### src/rtl/mult_div_unit.sv
// mult_div_unit
// Iterative multiply/divide unit for the execute stage. Owns the HI/LO
// registers and computes one bit per cycle: shift-add for multiplies and
// restoring shift-subtract for divides. Operands are latched as magnitudes.
// Sign correction happens in a final FIX cycle that also writes HI/LO.
//
// Ports:
//   clk, rst               clock, asynchronous active-high reset
//   rs_data, rt_data       operand A (multiplicand/dividend), operand B
//   mult/multu/div/divu    start strobes (priority mult > multu > div > divu)
//   mfhi/mflo              combinational HI/LO read onto rd_data/rd_we
//   mthi/mtlo              write rs_data into HI/LO when not busy
//   rd_data, rd_we         register-file write path for mfhi/mflo
//   busy, stall            operation in flight / pipeline hold request
//   done, div_by_zero      one-cycle completion pulse and divide-by-zero flag
module mult_div_unit #(
  parameter int WIDTH = 32
) (
  input  logic             clk,
  input  logic             rst,
  input  logic [WIDTH-1:0] rs_data,
  input  logic [WIDTH-1:0] rt_data,
  input  logic             mult,
  input  logic             multu,
  input  logic             div,
  input  logic             divu,
  input  logic             mfhi,
  input  logic             mflo,
  input  logic             mthi,
  input  logic             mtlo,
  output logic [WIDTH-1:0] rd_data,
  output logic             rd_we,
  output logic             busy,
  output logic             stall,
  output logic             done,
  output logic             div_by_zero
);

  localparam int CW = $clog2(WIDTH);

  typedef enum logic [1:0] {IDLE, RUN, FIX} state_t;

  state_t             state_q, state_d;
  logic [CW-1:0]      cnt_q, cnt_d;
  // Working register: multiply  = {partial high, multiplier shifting out}
  //                   divide    = {remainder,    dividend -> quotient}
  logic [2*WIDTH-1:0] p_q, p_d;
  logic [WIDTH-1:0]   opnd_q, opnd_d;    // multiplicand or divisor magnitude
  logic [WIDTH-1:0]   a_raw_q, a_raw_d;  // raw dividend for the divide-by-zero result
  logic [WIDTH-1:0]   hi_q, hi_d;
  logic [WIDTH-1:0]   lo_q, lo_d;
  logic               is_div_q, is_div_d;
  logic               neg_lo_q, neg_lo_d;  // negate product / quotient
  logic               neg_hi_q, neg_hi_d;  // negate remainder
  logic               bzero_q, bzero_d;
  logic               done_q, done_d;
  logic               dbz_q, dbz_d;

  // Start decode with priority
  logic             start_any;
  logic             op_sgn;
  logic             op_div;
  logic [WIDTH-1:0] rs_mag;
  logic [WIDTH-1:0] rt_mag;

  always_comb begin
    start_any = mult | multu | div | divu;
    op_sgn    = 1'b0;
    op_div    = 1'b1;
    if (mult) begin
      op_sgn = 1'b1;
      op_div = 1'b0;
    end else if (multu) begin
      op_sgn = 1'b0;
      op_div = 1'b0;
    end else if (div) begin
      op_sgn = 1'b1;
      op_div = 1'b1;
    end
    // 0x80000000 maps to itself, which is the correct unsigned magnitude
    rs_mag = (op_sgn && rs_data[WIDTH-1]) ? (~rs_data + 1'b1) : rs_data;
    rt_mag = (op_sgn && rt_data[WIDTH-1]) ? (~rt_data + 1'b1) : rt_data;
  end

  // One iteration of each algorithm
  logic [WIDTH:0]     mul_sum;
  logic [WIDTH:0]     div_sh;
  logic [WIDTH:0]     div_diff;
  logic [2*WIDTH-1:0] prod_fix;
  logic [WIDTH-1:0]   quo_fix;
  logic [WIDTH-1:0]   rem_fix;

  always_comb begin
    mul_sum  = {1'b0, p_q[2*WIDTH-1:WIDTH]} + (p_q[0] ? {1'b0, opnd_q} : '0);
    div_sh   = {p_q[2*WIDTH-1:WIDTH], p_q[WIDTH-1]};
    // Bit WIDTH of the difference is the borrow: set means restore
    div_diff = div_sh - {1'b0, opnd_q};
    prod_fix = neg_lo_q ? (~p_q + 1'b1) : p_q;
    quo_fix  = neg_lo_q ? (~p_q[WIDTH-1:0] + 1'b1) : p_q[WIDTH-1:0];
    rem_fix  = neg_hi_q ? (~p_q[2*WIDTH-1:WIDTH] + 1'b1) : p_q[2*WIDTH-1:WIDTH];
  end

  // Next-state and datapath control
  always_comb begin
    state_d  = state_q;
    cnt_d    = cnt_q;
    p_d      = p_q;
    opnd_d   = opnd_q;
    a_raw_d  = a_raw_q;
    hi_d     = hi_q;
    lo_d     = lo_q;
    is_div_d = is_div_q;
    neg_lo_d = neg_lo_q;
    neg_hi_d = neg_hi_q;
    bzero_d  = bzero_q;
    done_d   = 1'b0;
    dbz_d    = 1'b0;

    case (state_q)
      IDLE: begin
        if (mthi) hi_d = rs_data;
        if (mtlo) lo_d = rs_data;
        if (start_any) begin
          state_d  = RUN;
          cnt_d    = CW'(WIDTH - 1);
          is_div_d = op_div;
          bzero_d  = (rt_data == '0);
          a_raw_d  = rs_data;
          neg_lo_d = op_sgn & (rs_data[WIDTH-1] ^ rt_data[WIDTH-1]);
          if (op_div) begin
            opnd_d   = rt_mag;
            p_d      = {{WIDTH{1'b0}}, rs_mag};
            neg_hi_d = op_sgn & rs_data[WIDTH-1];
          end else begin
            opnd_d   = rs_mag;
            p_d      = {{WIDTH{1'b0}}, rt_mag};
            neg_hi_d = 1'b0;
          end
        end
      end

      RUN: begin
        if (is_div_q) begin
          if (!div_diff[WIDTH]) p_d = {div_diff[WIDTH-1:0], p_q[WIDTH-2:0], 1'b1};
          else                  p_d = {div_sh[WIDTH-1:0],   p_q[WIDTH-2:0], 1'b0};
        end else begin
          p_d = {mul_sum, p_q[WIDTH-1:1]};
        end
        if (cnt_q == '0) state_d = FIX;
        else             cnt_d   = cnt_q - 1'b1;
      end

      FIX: begin
        if (is_div_q) begin
          if (bzero_q) begin
            hi_d = a_raw_q;
            lo_d = '1;
          end else begin
            hi_d = rem_fix;
            lo_d = quo_fix;
          end
          dbz_d = bzero_q;
        end else begin
          hi_d = prod_fix[2*WIDTH-1:WIDTH];
          lo_d = prod_fix[WIDTH-1:0];
        end
        done_d  = 1'b1;
        state_d = IDLE;
      end

      default: state_d = IDLE;
    endcase
  end

  always_ff @(posedge clk or posedge rst) begin
    if (rst) begin
      state_q  <= IDLE;
      cnt_q    <= '0;
      p_q      <= '0;
      opnd_q   <= '0;
      a_raw_q  <= '0;
      hi_q     <= '0;
      lo_q     <= '0;
      is_div_q <= 1'b0;
      neg_lo_q <= 1'b0;
      neg_hi_q <= 1'b0;
      bzero_q  <= 1'b0;
      done_q   <= 1'b0;
      dbz_q    <= 1'b0;
    end else begin
      state_q  <= state_d;
      cnt_q    <= cnt_d;
      p_q      <= p_d;
      opnd_q   <= opnd_d;
      a_raw_q  <= a_raw_d;
      hi_q     <= hi_d;
      lo_q     <= lo_d;
      is_div_q <= is_div_d;
      neg_lo_q <= neg_lo_d;
      neg_hi_q <= neg_hi_d;
      bzero_q  <= bzero_d;
      done_q   <= done_d;
      dbz_q    <= dbz_d;
    end
  end

  // Outputs. FIX still counts as busy, so HI/LO are stable whenever reads are granted.
  always_comb begin
    busy        = (state_q != IDLE);
    stall       = busy & (mfhi | mflo | mthi | mtlo);
    rd_we       = ~busy & (mfhi | mflo);
    rd_data     = '0;
    if (!busy) begin
      if (mfhi)      rd_data = hi_q;
      else if (mflo) rd_data = lo_q;
    end
    done        = done_q;
    div_by_zero = dbz_q;
  end

endmodule

### config.mk
export PLATFORM = sky130hd
export DESIGN_NAME = mult_div_unit
export DESIGN_NICKNAME = d
export VERILOG_FILES = /design/src/rtl/mult_div_unit.sv
export SDC_FILE = /design/constraint.sdc
export NUM_CORES = 1
export LEC_CHECK = 0
export ABC_CLOCK_PERIOD_IN_PS = 7850
export BUFFER_PORTS_ARGS = -buffer_cell sky130_fd_sc_hd__buf_2
export CAP_MARGIN = 10
export CORE_MARGIN = 3
export CORE_UTILIZATION = 45
export DETAILED_ROUTE_END_ITERATION = 10
export SLEW_MARGIN = 20
export SYNTH_ARGS = -nofsm -noshare
export SYNTH_HDL_FRONTEND = slang
export SYNTH_SLANG_ARGS = --single-unit
### constraint.sdc
create_clock -name clk -period 7.85 [get_ports clk]
set_clock_uncertainty 0.1 [all_clocks]
set_input_delay 0.785 -clock clk [delete_from_list [all_inputs] [get_ports clk]]
set_output_delay 0.785 -clock clk [all_outputs]
set_load 0.02 [all_outputs]
==> metrics.yaml, run 1 <==
fillers: 3655
crit_buf_inv: 1
htreeDepth: 1
grtUsageMet3_pct: 6.33
grt_pass1_vias: 16400
path_max_fanout: 32
wl_per_cell_um: 23.8
timing.rr.end: "p_q[63]"
ys_seq_area_share_pct: 29.9
min_period_over_period_pct: 61.1
p_leak_uw: 0.00805
start_kind: "register"
cap_viol_max_count: 0
vias: 17400
syn-instance-count: 2257
drv_slew: 0
final_cells: 2776
grt_pass1_wl_um: 100000
grt-busiest-layer: "met2"
timing.hold.ws_ns: 0.202
diodes: 0
die_area_um2: 40500
synth_edf_count: 0
clk_pin_slew_ns: 0.06
intPower_uw: 4450
dp_slack_ns: 3.07
vias_per_cell: 6.26
ys_warn_count: 0
timing.critical_path.slowest_stage_cell: "inv_1"
rsz0062_at_grt: "no"
cts_inserted_buffers: 26
yosysTopAreaCellShare_pct: 29.9
max_slew_margin_pct: 28.8
synthesis.area_um2: 17100
cts_resized: 0
grt_max_degree: 98
setup_viol: 0
clockBufferDepth: 3
clock_sinks: 205
p_clk_share_pct: 13.2
power.density_nw_per_um2: 479
die_w_um: 201
hold_class: "in2async"
max_freq_mhz: 209
synth_area_leaders: "dfrtp_1 30%, nand2_1 7.5%, xnor2_1 6.7%"
dp.cells: 2729
stdcell_area_um2: 18700
place_congestion: 0.970
drive_gt1_share_pct: 9.20
path_cells: "inv_1, nor2_1, ha_1, a21oi_1, o21ai_0, a221o_1, or4_1, a221o_1, a41oi_1, nor4bb_1, a2111oi_0, o21a_1, a31oi_1"
grt_usage_pct: 31.4
synth_flop_cell: "dfrtp_1"
async_reset_ff_share_pct: 100
die_y_um: 201
grt_use_met1_pct: 43.5
clock_latency_ns: 0.56
finalSetupTns_ns: 0
clock_tree.root_cell: "clkbuf_16"
antenna_found_initial: 1
synth-seq-cells: 205
worst_path_most_repeated_cell: "a221o_1"
ios: 111
synth_area_leader_cell: "dfrtp_1"
cp.required_ns: 8.15
slowest_delay_ns: 0.80
arrival_ns: 5.10
reg2reg_from: "p_q[0]"
ff2ff_setup_slack_ns: 3.06
fp.coreArea_um2: 37000
hpwl_um: 48200
syn2layout_area_growth_pct: 9.27
tritoncts: "done"
ant_nets: 0
swShare_pct: 50.4
power_frac_seq_pct: 27.1
ys_types: 76
outcome: "finished clean"
crit_cells: 13
combPwrFrac_pct: 59.7
use_met2_pct: 48.8
reg2regPathDepth: 13
start_util_pct: 46.3
nets: 2399
dr.pass1.iters: 6
peakVddDrop_uv: 251
drtIter0Drc: 1973
crit_type: "reg2reg"
synth.avg_cell_area_um2: 7.60
grt_overflow: 0
hold_buffers: 0
cp_top_family: "compound AO/OA/AOI/OAI gates"
power_switching_uw: 4530
tightest_slew_ns: 1.07
hold_violations: 0
portBuffers: 110
placed_cell_area_um2: 17900
placement_rows: 70
cp-end-kind: "register"
period_minus_slack_ns: 4.79
drc: 0
final.setup.worst_slack_ns: 3.06
syn-num-nets: 2403
routed_wl_um: 66000
cts_setup_buffers: 0
## cell families (layout without fill, tap and decap cells)
| logic type | Yosys count | count (layout) | share of synthesized area [%] |
|---|---|---|---|
| and+or+nand+nor | 794 | 794 | 20.8 |
| muxes | 68 | 68 | 4.01 |
| AOI/OAI and AO/OA | 711 | 711 | 25.8 |
| xor gates and xnor gates | 172 | 172 | 8.78 |
| buffers and inverters | 235 | 250 | 5.32 |
| DFF | 205 | 205 | 29.9 |
| adders and majority gates | 72 | 72 | 5.34 |
## stage by stage
step / utilization (%) / total power, uW
floorplan: - / 6160
global placement: 48.3 / 7590
detailed placement: 48.3 / 7690
CTS: 50.6 / 8900
global route: 50.6 / 9660
finish: 50.6 / 8980
## cells in the mapped netlist (all sizes together) (43+ instances only)
master  instances
dfrtp         205
nor2          229
nor3           43
ha             70
inv            75
a21oi         188
mux2i          63
nand2         346
clkbuf        130
xnor2         131
o21ai         199
## placed cells by master, fill, tap and decap left out, types with 10 or more instances in the layout
cell type	count
a211oi_1	31
a21o_1	19
a21oi_1	187
a22oi_1	38
a311oi_1	11
a31oi_1	28
and2_1	19
and3_1	10
buf_2	109
buf_4	19
clkbuf_16	26
dfrtp_1	203
ha_1	70
inv_1	72
mux2i_1	63
nand2_1	342
nand2b_1	13
nand3_1	29
nand4_1	10
nor2_1	226
nor2b_1	19
nor3_1	40
nor4_1	14
o211ai_1	17
o21a_1	15
o21ai_0	190
o21bai_1	10
o221ai_1	27
o22ai_1	41
o31ai_1	21
o41ai_1	11
or3_1	16
or4_1	11
xnor2_1	131
xor2_1	41
## layout make-up
type                       instances  area, um2  area share [%]
sequential                       205       5130            27.4
timing repair buffer             128        688            3.67
clock buffer                      38        746            3.98
inverter                          75        289            1.54
clock inverter                     9       81.3           0.434
multi-input combinational       1817      11200            59.6
tap                              504        631            3.37
## worst reg2reg max path, delay by kind of cell, from the launching register on
| kind | cells | cell delay (ns) |
|---|---|---|
| simple gates | 3 | 0.83 |
| buf+inv | 1 | 0.80 |
| fa+ha+maj | 1 | 0.42 |
| compound gates | 8 | 2.05 |
| flops | 1 | 0.44 |
## flip-flops by register name, indices dropped and copies added, names as in the netlist
| signal | count |
|---|---|
| a_raw_q | 32 |
| bzero_q | 1 |
| cnt_q | 5 |
| div_by_zero | 1 |
| done | 1 |
| hi_q | 32 |
| is_div_q | 1 |
| lo_q | 32 |
| neg_hi_q | 1 |
| neg_lo_q | 1 |
| opnd_q | 32 |
| p_q | 64 |
| state_q | 2 |
## per-layer routing
layer	wire length, um	vias up
li1	-	8053
met1	28200	8418
met2	29200	780
met3	5900	135
met4	2710	0
met5	0	-
## how the worst max path moves through the flow
stage,start,endpoint,slack [ns]
finish,p_q[0],p_q[63],3.06
detailed placement,p_q[31],p_q[57],3.07
floorplan,rst,a_raw_q[0],1.37
CTS,p_q[31],p_q[57],3.05
global route,p_q[31],p_q[57],2.84
global placement,p_q[31],p_q[57],3.09
## power groups by stage
stage	logic (uW)	registers (uW)	clock network [uW]
final	5360	2440	1190
after global placement	5190	2400	0
after CTS	5290	2410	1200
after global routing	5920	2490	1250
after detailed placement	5260	2420	0
after floorplan	4220	1940	0
Note: power is estimated with default switching activity, not from simulation.
==> run 2, diff against run 1 <==
Settings changed: ABC_CLOCK_PERIOD_IN_PS 7850 to 4250.
Clock period 7.85 ns to 4.25 ns, I/O delays scaled along.
==> run 2 against run 1 <==
  * Maximum frequency grew 20%
  * Sequential cell count is the same
  * Critical endpoint unchanged
  * Clock-buffer cell count shrank 2
  * Sequential share of layout area shrank 0.59 points
  * Global-route usage grew 0.61 points
  * Clock power grew 88%
  * Sequential power grew 74%
  * Largest power group unchanged
  * Non-clock buffer count grew 48
  * Die area is the same
  * Register-to-register slack lost 2.8 ns
==> metrics.yaml, run 2 (synthesis gave the netlist of run 1 again) <==
vias_per_cell: 6.32  # was 6.26
tritoncts: "done"  # unchanged
hold_depth: 3
antenna_found_initial: 0  # was 1
hold_violations: 0  # unchanged
worstHoldStart: "rs_data[17]"
grt_pass1_vias: 16700  # was 16,400
path_cells: "inv_1, buf_4, nor2_1, ha_1, a21oi_1, o21ai_0, a221o_1, or4_1, a221o_1, a41oi_1, nor4bb_1, a2111oi_1, o21a_1, a31oi_1"  # was inv_1, nor2_1, ha_1, a21oi_1, o21ai_0, a221o_1, or4_1, a221o_1, a41oi_1, nor4bb_1, a2111oi_0, o21a_1, a31oi_1
peakVddDrop_uv: 438  # was 251 uV
die_y_um: 201  # unchanged
clock_latency_ns: 0.57  # was 0.56 ns
cp.required_ns: 4.56  # was 8.15 ns
ios: 111  # unchanged
nets: 2447  # was 2,399
grt_overflow: 0  # unchanged
drv_slew: 0  # unchanged
grt_usage_pct: 32.1  # was 31.4%
wl_per_cell_um: 24.0  # was 23.8 um
max_freq_mhz: 250  # was 209 MHz
min_to: "a_raw_q[17]"
final_cell_mix: "343 x nand2_1, 226 x nor2_1, 203 x dfrtp_1"  # was 342 x nand2_1, 226 x nor2_1, 203 x dfrtp_1
syn2layout_area_growth_pct: 11.7  # was 9.27%
dr.pass1.iters: 6  # unchanged
grt_max_degree: 110  # was 98
regMostFlops: "p_q"  # unchanged
max_slew_margin_pct: 23.6  # was 28.8%
portBuffers: 110  # unchanged
start_kind: "register"  # unchanged
placed_cell_area_um2: 18300  # was 17,900 um2
stdcell_area_um2: 19200  # was 18,700 um2
cts_inserted_buffers: 26  # unchanged
final_cells: 2817  # was 2,776
fp.coreArea_um2: 37000  # unchanged
grt_pass1_wl_um: 102000  # was 100,000 um
mostFrequentLayoutCell: "nand2_1"  # unchanged
rsz0062_at_grt: "no"  # unchanged
hpwl_um: 49700  # was 48,200 um
power.density_nw_per_um2: 889  # was 479 nW/um2
start_util_pct: 46.3  # unchanged
vias: 17800  # was 17,400
largest_reg_flops: 64  # unchanged
routed_wl_um: 67500  # was 66,000 um
placement_rows: 70  # unchanged
die_w_um: 201  # unchanged
place_congestion: 0.980  # was 0.970
worst_path_most_repeated_cell: "a221o_1"  # unchanged
timing.rr.end: "p_q[63]"  # unchanged
min_period_over_period_pct: 94.0  # was 61.1%
slowest_delay_ns: 0.58  # was 0.80 ns
period_minus_slack_ns: 4.00  # was 4.79 ns
clock_sinks: 205  # unchanged
power.total_uw: 17000  # was 8980 uW
cap_viol_max_count: 0  # unchanged
tightest_slew_ns: 1.14  # was 1.07 ns
drive_gt1_share_pct: 10.9  # was 9.20%
clockBufferDepth: 3  # unchanged
diodes: 0  # unchanged
clk_pin_slew_ns: 0.06  # about the same
p_leak_uw: 0.00830  # was 0.00805 uW
finalSetupTns_ns: 0  # unchanged
dp_slack_ns: 0.276  # was 3.07 ns
arrival_ns: 4.30  # was 5.10 ns
drc: 0  # unchanged
setup_viol: 0  # unchanged
dp.cells: 2776  # was 2,729
cp-end-kind: "register"  # unchanged
crit_type: "reg2reg"  # unchanged
reg2regPathDepth: 14  # was 13
hold_class: "in2reg"  # was in2async
drtIter0Drc: 1998  # was 1,973
final.setup.worst_slack_ns: 0.254  # was 3.06 ns
ff2ff_setup_slack_ns: 0.25  # was 3.06 ns
die_area_um2: 40500  # unchanged
path_max_fanout: 14  # was 32
timing.critical_path.slowest_stage_cell: "or4_1"  # was inv_1
outcome: "finished clean"  # unchanged
clock_tree.root_cell: "clkbuf_16"  # unchanged
reg2reg_from: "p_q[0]"  # unchanged
ant_nets: 0  # unchanged
htreeDepth: 1  # unchanged
## run 2: metal layers
layer | GRT usage [%] | part of all wire, %
met5 | 0 | 0
met4 | 12.5 | 4.3
met3 | 4.08 | 8.6
met2 | 49.3 | 44
met1 | 45.9 | 43
## run 2: layout make-up
cell class,instances,area (um2)
Fill cell,3628,17900
Tap cell,504,631
Timing Repair Buffer,176,1110
Multi-Input combinational cell,1817,11200
Clock inverter,4,56.3
Clock buffer,36,768
Sequential cell,205,5130
Inverter,75,285
## run 2: worst max path at each step
stage	from	end	slack, ns	cells after the start
6_report	p_q[0]	p_q[63]	0.25	14
5_1_grt	p_q[0]	p_q[63]	0.03	14
4_1_cts	p_q[0]	p_q[63]	0.26	14
3_5_place_dp	p_q[0]	p_q[63]	0.28	14
3_3_place_gp	p_q[0]	p_q[63]	0.30	14
2_1_floorplan	p_q[0]	p_q[63]	0.45	14
## run 2: critical path: cells and delay by family (launching register included)
| kind | cells | cell delay (ns) |
|---|---|---|
| simple gates | 3 | 0.77 |
| flops | 1 | 0.37 |
| compound gates | 8 | 1.98 |
| fa+ha+maj | 1 | 0.33 |
| buf+inv | 2 | 0.28 |
## run 2: what timing repair did
| action | in CTS | in global routing |
|---|---|---|
| buffers inserted | 0 | 0 |
| hold buffers | 1 | 0 |
| endpoints found under the setup margin | 0 | 4 |
| hold endpoints to repair | 16 | 0 |
| resized for setup | 0 | 2 |
## run 2: report_power, final
group | internal [uW] | leakage (uW) | switching (uW)
registers | 2970 | 0.00247 | 1280
clock network | 1300 | 0.000409 | 937
logic | 4310 | 0.00542 | 6240
total | 8580 | 0.00830 | 8450
## run 2: metrics by stage
| step | hold slack (ns) | utilization [%] |
|---|---|---|
| after floorplan | 0.340 | - |
| after global placement | 0.360 | 49.4 |
| after detailed placement | 0.363 | 49.4 |
| after CTS | 0.0490 | 51.7 |
| after global routing | 0.0710 | 51.7 |
| final | 0.0680 | 51.7 |
